`src/rtl/input_debounce_if.sv`:
```
// Pin-conditioner bus between the board inputs and the core-side consumer.
// The master side drives raw pins, event clears and interrupt enables.
// The slave side (the debouncer) returns the conditioned level, edges,
// sticky events and the interrupt request.
interface input_debounce_if #(
  parameter int N_CH = 21
);
  logic [N_CH-1:0] i_raw;
  logic [N_CH-1:0] i_event_clr;
  logic [N_CH-1:0] i_irq_en;
  logic [N_CH-1:0] o_level;
  logic [N_CH-1:0] o_rise;
  logic [N_CH-1:0] o_fall;
  logic [N_CH-1:0] o_event;
  logic            o_irq;

  modport master (
    output i_raw,
    output i_event_clr,
    output i_irq_en,
    input  o_level,
    input  o_rise,
    input  o_fall,
    input  o_event,
    input  o_irq
  );

  modport slave (
    input  i_raw,
    input  i_event_clr,
    input  i_irq_en,
    output o_level,
    output o_rise,
    output o_fall,
    output o_event,
    output o_irq
  );
endinterface

```
`src/rtl/input_debounce.sv`:
```
// Board input conditioner: per-channel two-stage synchroniser, stability
// counter debounce, one-cycle edge pulses, sticky clearable event flags and
// a maskable interrupt request. Every channel is an identical, independent
// copy; only the interrupt OR combines them.
module input_debounce #(
  parameter int N_CH            = 21,
  parameter int DEBOUNCE_CYCLES = 500000,
  parameter int CNT_W           = $clog2(DEBOUNCE_CYCLES)
) (
  input  logic               clk,
  input  logic               rst,
  input_debounce_if.slave    bus
);

  // Terminal count: the counter reaches this after DEBOUNCE_CYCLES-1
  // consecutive mismatches; the next mismatch commits the new level.
  localparam logic [CNT_W-1:0] CNT_MAX = CNT_W'(DEBOUNCE_CYCLES - 1);

  logic [N_CH-1:0] level_vec;
  logic [N_CH-1:0] rise_vec;
  logic [N_CH-1:0] fall_vec;
  logic [N_CH-1:0] event_vec;
  logic            irq_q;
  logic            irq_d;

  for (genvar gi = 0; gi < N_CH; gi++) begin : g_ch
    logic             s1_q;
    logic             s2_q;
    logic             stable_q;
    logic             stable_d;
    logic [CNT_W-1:0] cnt_q;
    logic [CNT_W-1:0] cnt_d;
    logic             rise_q;
    logic             rise_d;
    logic             fall_q;
    logic             fall_d;
    logic             event_q;
    logic             event_d;

    // Debounce decision: count consecutive cycles where the synchronised
    // pin disagrees with the committed level; commit on the final one.
    always_comb begin
      cnt_d    = cnt_q;
      stable_d = stable_q;
      rise_d   = 1'b0;
      fall_d   = 1'b0;
      if (s2_q == stable_q) begin
        // Any agreement, even for one cycle, restarts the window.
        cnt_d = '0;
      end else if (cnt_q == CNT_MAX) begin
        stable_d = s2_q;
        cnt_d    = '0;
        rise_d   = s2_q;
        fall_d   = ~s2_q;
      end else begin
        cnt_d = cnt_q + CNT_W'(1);
      end
    end

    // Sticky event: a new edge on this cycle beats a simultaneous clear,
    // so software never loses an edge it is in the middle of acknowledging.
    always_comb begin
      event_d = (event_q & ~bus.i_event_clr[gi]) | rise_d | fall_d;
    end

    // Channel state registers; reset discards any partial count.
    always_ff @(posedge clk) begin
      if (rst) begin
        s1_q     <= 1'b0;
        s2_q     <= 1'b0;
        stable_q <= 1'b0;
        cnt_q    <= '0;
        rise_q   <= 1'b0;
        fall_q   <= 1'b0;
        event_q  <= 1'b0;
      end else begin
        s1_q     <= bus.i_raw[gi];
        s2_q     <= s1_q;
        stable_q <= stable_d;
        cnt_q    <= cnt_d;
        rise_q   <= rise_d;
        fall_q   <= fall_d;
        event_q  <= event_d;
      end
    end

    assign level_vec[gi] = stable_q;
    assign rise_vec[gi]  = rise_q;
    assign fall_vec[gi]  = fall_q;
    assign event_vec[gi] = event_q;
  end

  // Interrupt looks at the registered events, so it trails them by a cycle.
  always_comb begin
    irq_d = |(event_vec & bus.i_irq_en);
  end

  // Interrupt request register.
  always_ff @(posedge clk) begin
    if (rst) begin
      irq_q <= 1'b0;
    end else begin
      irq_q <= irq_d;
    end
  end

  assign bus.o_level = level_vec;
  assign bus.o_rise  = rise_vec;
  assign bus.o_fall  = fall_vec;
  assign bus.o_event = event_vec;
  assign bus.o_irq   = irq_q;

endmodule

```
`src/flat_wrapper.sv`:
```
// flat-port wrapper written by rule: the top's interface ports become plain ports
module input_debounce_flat 
#(
  parameter int N_CH            = 21,
  parameter int DEBOUNCE_CYCLES = 500000,
  parameter int CNT_W           = $clog2(DEBOUNCE_CYCLES)
)
  (clk, rst, bus_i_raw, bus_i_event_clr, bus_i_irq_en, bus_o_level, bus_o_rise, bus_o_fall, bus_o_event, bus_o_irq);
  input_debounce_if #(.N_CH(N_CH)) bus_i ();
  input  logic clk;
  input  logic rst;
  input wire logic [$bits(bus_i.i_raw)-1:0] bus_i_raw;
  input wire logic [$bits(bus_i.i_event_clr)-1:0] bus_i_event_clr;
  input wire logic [$bits(bus_i.i_irq_en)-1:0] bus_i_irq_en;
  output wire logic [$bits(bus_i.o_level)-1:0] bus_o_level;
  output wire logic [$bits(bus_i.o_rise)-1:0] bus_o_rise;
  output wire logic [$bits(bus_i.o_fall)-1:0] bus_o_fall;
  output wire logic [$bits(bus_i.o_event)-1:0] bus_o_event;
  output wire logic [$bits(bus_i.o_irq)-1:0] bus_o_irq;
  assign bus_i.i_raw = bus_i_raw;
  assign bus_i.i_event_clr = bus_i_event_clr;
  assign bus_i.i_irq_en = bus_i_irq_en;
  assign bus_o_level = bus_i.o_level;
  assign bus_o_rise = bus_i.o_rise;
  assign bus_o_fall = bus_i.o_fall;
  assign bus_o_event = bus_i.o_event;
  assign bus_o_irq = bus_i.o_irq;
  input_debounce #(.N_CH(N_CH), .DEBOUNCE_CYCLES(DEBOUNCE_CYCLES), .CNT_W(CNT_W)) u_core (.clk(clk), .rst(rst), .bus(bus_i));
endmodule
```
`config.mk`:
```
export PLATFORM = sky130hd
export DESIGN_NAME = input_debounce_flat
export DESIGN_NICKNAME = d
export VERILOG_FILES = /design/src/rtl/input_debounce_if.sv /design/src/rtl/input_debounce.sv /design/src/flat_wrapper.sv
export SDC_FILE = /design/constraint.sdc
export NUM_CORES = 1
export LEC_CHECK = 0
export CORE_MARGIN = 3
export CORE_UTILIZATION = 35
export DETAILED_ROUTE_END_ITERATION = 16
export PLACE_DENSITY = 0.52
export SLEW_MARGIN = 20
export SYNTH_ARGS = -nofsm -noshare
export SYNTH_HDL_FRONTEND = slang
export SYNTH_SLANG_ARGS = --single-unit
export TNS_END_PERCENT = 100
```
`constraint.sdc`:
```
create_clock -name clk -period 3.6 [get_ports clk]
set_clock_uncertainty 0.05 [all_clocks]
set_input_delay 0.72 -clock clk [delete_from_list [all_inputs] [get_ports clk]]
set_output_delay 0.72 -clock clk [all_outputs]
set_load 0.02 [all_outputs]
```
==> impl_results.md, run 1 <==
* Status: completed
* Total track usage at 14.8%
* Post-CTS Setup Bufs at 0
* First drt pass iteration count at 5
* Leakage at slightly above 8 nW
* Gates resized, CTS repair at 0
* Die Span Y at 264 um
* Post-layout nets at 2716
* Die area at 69500 um^2
* Post-detailed-route wirelength per cell at approximately 15 um
* Worst-path cell chain: clkdlybuf4s50_1
* Yosys cell types at 71
* Worst slew margin at ~36%
* Async set-or-reset flop fraction in the synthesized netlist at 0%
* Buf+Inv Stages, Crit Path at 1
* H-tree Lvls at 2
* CTS tree: done
* Vias at between 15000 and 20000
* Antenna Nets Post-Route at 0
* Worst Path Arrival at roughly 1900 ps
* Min-Delay Path Class: input pin to register
* Clock sink count at approximately 530
* Avg Inst Size Synth at approximately 9.1 um^2
* Setup TNS at 0 ps
* Required @ worst endpoint at 2830 ps
* Register area share after synthesis at ~45%
* Final RePlAce weighted congestion at 0.802
* Placement Rows at a little over 90
* Share of cells above drive strength 1 at under 10%
* Synthesized area at about 23000 um^2
* Final period utilization at between 70% and 80%
* Initial Utilization at a little over a third
* Actual slew at the worst max-slew pin at between 900 and 1000 ps
* Chip width at ~260 um
* Top FF cell, synth: dfxtp_1
* Max Clk Rate at 0.370 GHz
* Mapped Nets at around 2700
* R2R depth at 6
* Met3 WL post-DR at about 2.7 mm
* Flops & latches, synth at between 500 and 600
* # Max-Cap Violations at 0
* Top delay family on crit path: buffers and inverters
* Final wirelength at approximately 52 mm
* Crit-path max FO at 3
* Final max-slew violation count at 0
* Final hold vios at 0
* CP Capture Type: output port
* Finish-stage setup viols at 0
* Mapped Cells at between 2000 and 3000
* DPL Wire Length at 36.3 mm
* Final-layout fill cell count at between 6000 and 7000
* Largest net degree at the start of global routing at 115
* Hold Buf Count CTS at 0
* Area of the core at between 60000 and 70000 um^2
* Shortest period the worst path allows at 2700 ps
* Clk root buf: clkbuf_16
* Kind of start point of the critical path: register
* Total CTS buffers at 60
* DRC errors left at 0
* P&R area growth vs syn at 16.3%
* Final Util at between 40 and 50%
* PD cells at about 460 nW/um^2
* Max layer used: met5
* Power Total at roughly 12 mW
* Cell count along the critical path at 1
* Ys Warns at 0
* PortBufs at 149
* DRT iter0 DRCs at about 900
* Clock buffer depth at 3
* Vias in the first global route at 17617
* CP max stage cell: clkdlybuf4s50_1
* Global route overflow at 0
* I/O pins at 150
* WHS Path Cells at 2
* CP max stage delay at 700 ps
* First-pass GRT wire length at just under 90 mm
* Post-synth EDFFs at 0
* Crit Path Category: register to output port
* Clock Latency Late Sink at 610 ps
* Peak supply drop at 0.343 mV
* Wl on met1 at ~26 mm
* Drt via density at just over 5
* Clock-pin slew on the worst setup and hold paths at 60 ps
* RSZ-0062 raised after global routing: false
* Initial antenna violation count at 4
* Routed wl met2 at around 23 mm
-- sequential cells by signal, summed over array words and instances, names as in the netlist --
name and cells:
u_core.g_ch.cnt_q 399, u_core.g_ch.event_q 21, u_core.g_ch.fall_q 21, u_core.g_ch.rise_q 21, u_core.g_ch.s1_q 21, u_core.g_ch.s2_q 21
u_core.g_ch.stable_q 21, u_core.bus.o_irq 1
-- layer usage --
| metal | vias to the layer above | global-route usage (%) |
|---|---|---|
| met2 | 320 | 23.4 |
| met5 | - | 0 |
| met1 | 8585 | 20.3 |
| met4 | 2 | 4.16 |
| met3 | 76 | 3.02 |
| li1 | 9208 | - |
-- final timing paths --
kind	start	end	slack [ps]
hold / removal	rst	u_core.g_ch[9].event_q	320
setup reg to reg	u_core.g_ch[4].cnt_q[0]	u_core.g_ch[4].cnt_q[18]	1190
setup / recovery	u_core.g_ch[6].event_q	bus_o_event[6]	900
hold reg to reg	u_core.g_ch[13].s1_q	u_core.g_ch[13].s2_q	380
-- layout make-up --
class | instances | area (um^2) | area share [%]
timing repair buffer | 154 | 1560 | 5.76
sequential | 526 | 10500 | 39.0
clock buffer | 78 | 1720 | 6.37
tap | 855 | 1070 | 3.96
multi-input combinational | 1828 | 11500 | 42.7
antenna | 1 | 2.50 | 0.00926
clock inverter | 33 | 377 | 1.39
inverter | 60 | 225 | 0.834
-- kinds of logic (layout without fill, tap and decap cells) --
kind of cell               after synthesis  in the layout  share of synthesized area [%]
other                                    0              1                              0
DFF                                    526            526                           45.3
buffers and inverters                  210            325                           5.10
xor gates and xnor gates               286            286                           10.8
adders and majority gates               21             21                           1.13
AOI/OAI and AO/OA                      278            278                           7.44
and+or+nand+nor                       1243           1243                           30.2
-- synth_stat cells (46+ instances only) --
library cell	number	area [um^2]
nor4_1	58	363
xor2_1	137	1200
nand2_1	111	417
dfxtp_1	526	10500
clkbuf_1	51	191
or3_1	57	357
nor3_1	48	240
inv_1	60	225
o21ai_0	55	275
and4_1	46	403
nand3_1	169	846
or4_1	52	390
nor4b_1	50	438
a21oi_1	125	626
nand4_1	103	644
xnor2_1	149	1310
nor2_1	315	1180
buf_4	86	646
-- placed cells by master (no fill, tap or decap), types with 61 or more instances in the layout --
cell type and count:
dfxtp_1 526, nor2_1 315, nand3_1 169, xnor2_1 149, clkdlybuf4s50_1 148, xor2_1 137
a21oi_1 125, nand2_1 111, nand4_1 103, clkbuf_16 61
-- metrics by stage --
step                hold WS, ps  worst slack [ps]  cells  area, um^2
floorplan                   363              1380   2564       23200
global placement            370              1050   3423       24900
detailed placement          376              1050   3423       24900
CTS                         277               827   3534       27000
global route                307               801   3534       27000
finish                      319               899   3535       27000
-- where the power goes --
group | switching (mW) | leakage [nW] | internal [mW]
registers | 0.0214 | 4.25 | 5.85
clock network | 2.48 | 1.05 | 3.92
logic | 0.100 | 2.85 | 0.0965
Note: power is estimated with default switching activity, not from simulation.
==> run 2: changes to the inputs <==
clock period = 2.7 ns   (was 3.6 ns; I/O delays follow)
==> impl_results.md, run 2 (same netlist as run 1, synthesis figures left out) <==
* Status: completed
* Max reg flops at 399 (unchanged)
* Clock Latency Late Sink at 620 ps (about the same)
* Placed cell count at 3440 (+0.50%)
* # Max-Cap Violations at 0 (unchanged)
* Vias at 18220 (+0.16%)
* Max Clk Rate at between 0.3 and 0.4 GHz
* Total track usage at 14.8% (about the same)
* Final max-slew violation count at 0 (unchanged)
* Kind of start point of the critical path: register
* Peak supply drop at 0.465 mV (+36%)
* CP Capture Type: output port
* Placement Rows at 93 (unchanged)
* Final-layout fill cell count at 6274 (-0.92%)
* DPL Wire Length at 37.1 mm (+2.2%)
* Setup WS pre-CTS at 371 ps (-676 ps)
* Required @ worst endpoint at 2110 ps (-720 ps)
* Area of the core at 65000 um^2 (unchanged)
* Final RePlAce weighted congestion at 0.818 (+2.1%)
* DRC errors left at 0 (unchanged)
* Initial Utilization at 35.7% (unchanged)
* Shortest period the worst path allows at 2570 ps
* Leakage at 8.24 nW (+1.2%)
* PortBufs at 149 (unchanged)
* CP max stage delay at 710 ps (about the same)
* Die area at 69500 um^2 (unchanged)
* Post-detailed-route wirelength per cell at 14.9 um (+0.32%)
* P&R area growth vs syn at 17.1%
* Gates resized, CTS repair at 0 (unchanged)
* Hold Buf Count CTS at 0 (unchanged)
* Largest net degree at the start of global routing at 38 (-67%)
* Worst-path cell chain: clkdlybuf4s50_1
* Count of non-filler cells in the finished layout at 3556 (+0.59%)
* Die Span Y at 264 um (unchanged)
* Initial antenna violation count at 5 (+1)
* Buf+Inv Stages, Crit Path at 1 (unchanged)
* H-tree Lvls at 2 (unchanged)
* Crit Path Category: register to output port
* Clock sink count at 526 (unchanged)
* DRT iter0 DRCs at 987 (+8.9%)
* Most frequent cells in the layout: dfxtp_1 (526), nor2_1 (315), nand3_1 (169), xnor2_1 (149), clkdlybuf4s50_1 (148)
* First-pass GRT wire length at 87.3 mm (-0.35%)
* Vias in the first global route at 17359 (-1.5%)
* Biggest register: u_core.g_ch.cnt_q
* Total CTS buffers at 60 (unchanged)
* Clock-pin slew on the worst setup and hold paths at 60 ps (about the same)
* Chip width at 264 um (unchanged)
* RSZ-0062 raised after global routing: false
* Clk root buf: clkbuf_16
* Min-Delay Path Class: input pin to register
* Worst Path Arrival at 1980 ps (+50 ps)
* Share of cells above drive strength 1 at 7.82% (+0.39 points)
* First drt pass iteration count at 7 (+2)
* CP max stage cell: clkdlybuf4s50_1
* I/O pins at 150 (unchanged)
* Crit-path max FO at 3 (unchanged)
* CTS tree: done
* Final hold vios at 0 (unchanged)
* PD cells at 622 nW/um^2 (+35%)
* Drt via density at 5.12 (-0.43%)
* Actual slew at the worst max-slew pin at 677 ps (-284 ps)
* Finish-stage setup viols at 0 (unchanged)
* Leading cell type in the layout, fill and taps excluded: dfxtp_1
* Final worst setup slack at 134 ps (-765 ps)
* Setup TNS at 0 ps (unchanged)
* Power Total at 16.9 mW (+36%)
* Antenna Nets Post-Route at 0 (unchanged)
* Global route overflow at 0 (unchanged)
* Top delay family on crit path: buffers and inverters
* Post-CTS Setup Bufs at 0 (unchanged)
* Final Util at 41.8% (+0.26 points)
* Clock buffer depth at 3 (unchanged)
* Final wirelength at 52.9 mm (+0.92%)
* Post-layout nets at 2733 (+0.63%)
* Final period utilization at between 90% and 100%
* Worst slew margin at 54.5% (+19 points)
[run 2: where the power goes]
part | switching, mW | internal, mW | total, mW
combinational | 0.134 | 0.133 | 0.268
sequential | 0.0294 | 7.80 | 7.83
clock | 3.33 | 5.49 | 8.82
total | 3.49 | 13.4 | 16.9
[run 2: worst register-to-register path, cell delays in order, from the launching register on]
cell and delay [ps]:
dfxtp_1 370, or4b_1 590, or4_4 520, o21ai_4 510, nor2_1 120
[run 2: layout make-up]
cell class / count / area [um^2] / area share (%)
Antenna cell: 2 / 5.00 / 0.0184
Clock buffer: 82 / 1760 / 6.46
Clock inverter: 32 / 429 / 1.58
Inverter: 60 / 225 / 0.828
Multi-Input combinational cell: 1828 / 11500 / 42.4
Sequential cell: 526 / 10500 / 38.7
Tap cell: 855 / 1070 / 3.93
Timing Repair Buffer: 171 / 1660 / 6.10
[run 2: path summary, 6_finish.rpt]
| kind | slack, ps | depth (start not counted) | endpoint | from |
|---|---|---|---|---|
| worst min-delay path | 150 | 2 | u_core.g_ch[20].stable_q | rst |
| worst max-delay path | 130 | 1 | bus_o_event[17] | u_core.g_ch[17].event_q |
| worst min register to register | 380 | 1 | u_core.g_ch[8].s2_q | u_core.g_ch[8].s1_q |
| worst max register to register | 390 | 4 | u_core.g_ch[15].cnt_q[2] | u_core.g_ch[15].cnt_q[12] |
[run 2: through the flow]
stage,cell area [um^2],hold slack (ps)
after floorplan,23200,363
after global placement,25000,367
after detailed placement,25000,374
after CTS,27200,101
after global routing,27200,109
final,27200,151
[run 2: layer usage]
| layer | GRT usage [%] | vias up | part of all wire (%) |
|---|---|---|---|
| met3 | 3.54 | 89 | 5.7 |
| met4 | 3.90 | 4 | 2.1 |
| met2 | 22.8 | 309 | 43 |
| met1 | 20.6 | 8569 | 49 |
| li1 | - | 9249 | - |
| met5 | 0 | - | 0.051 |
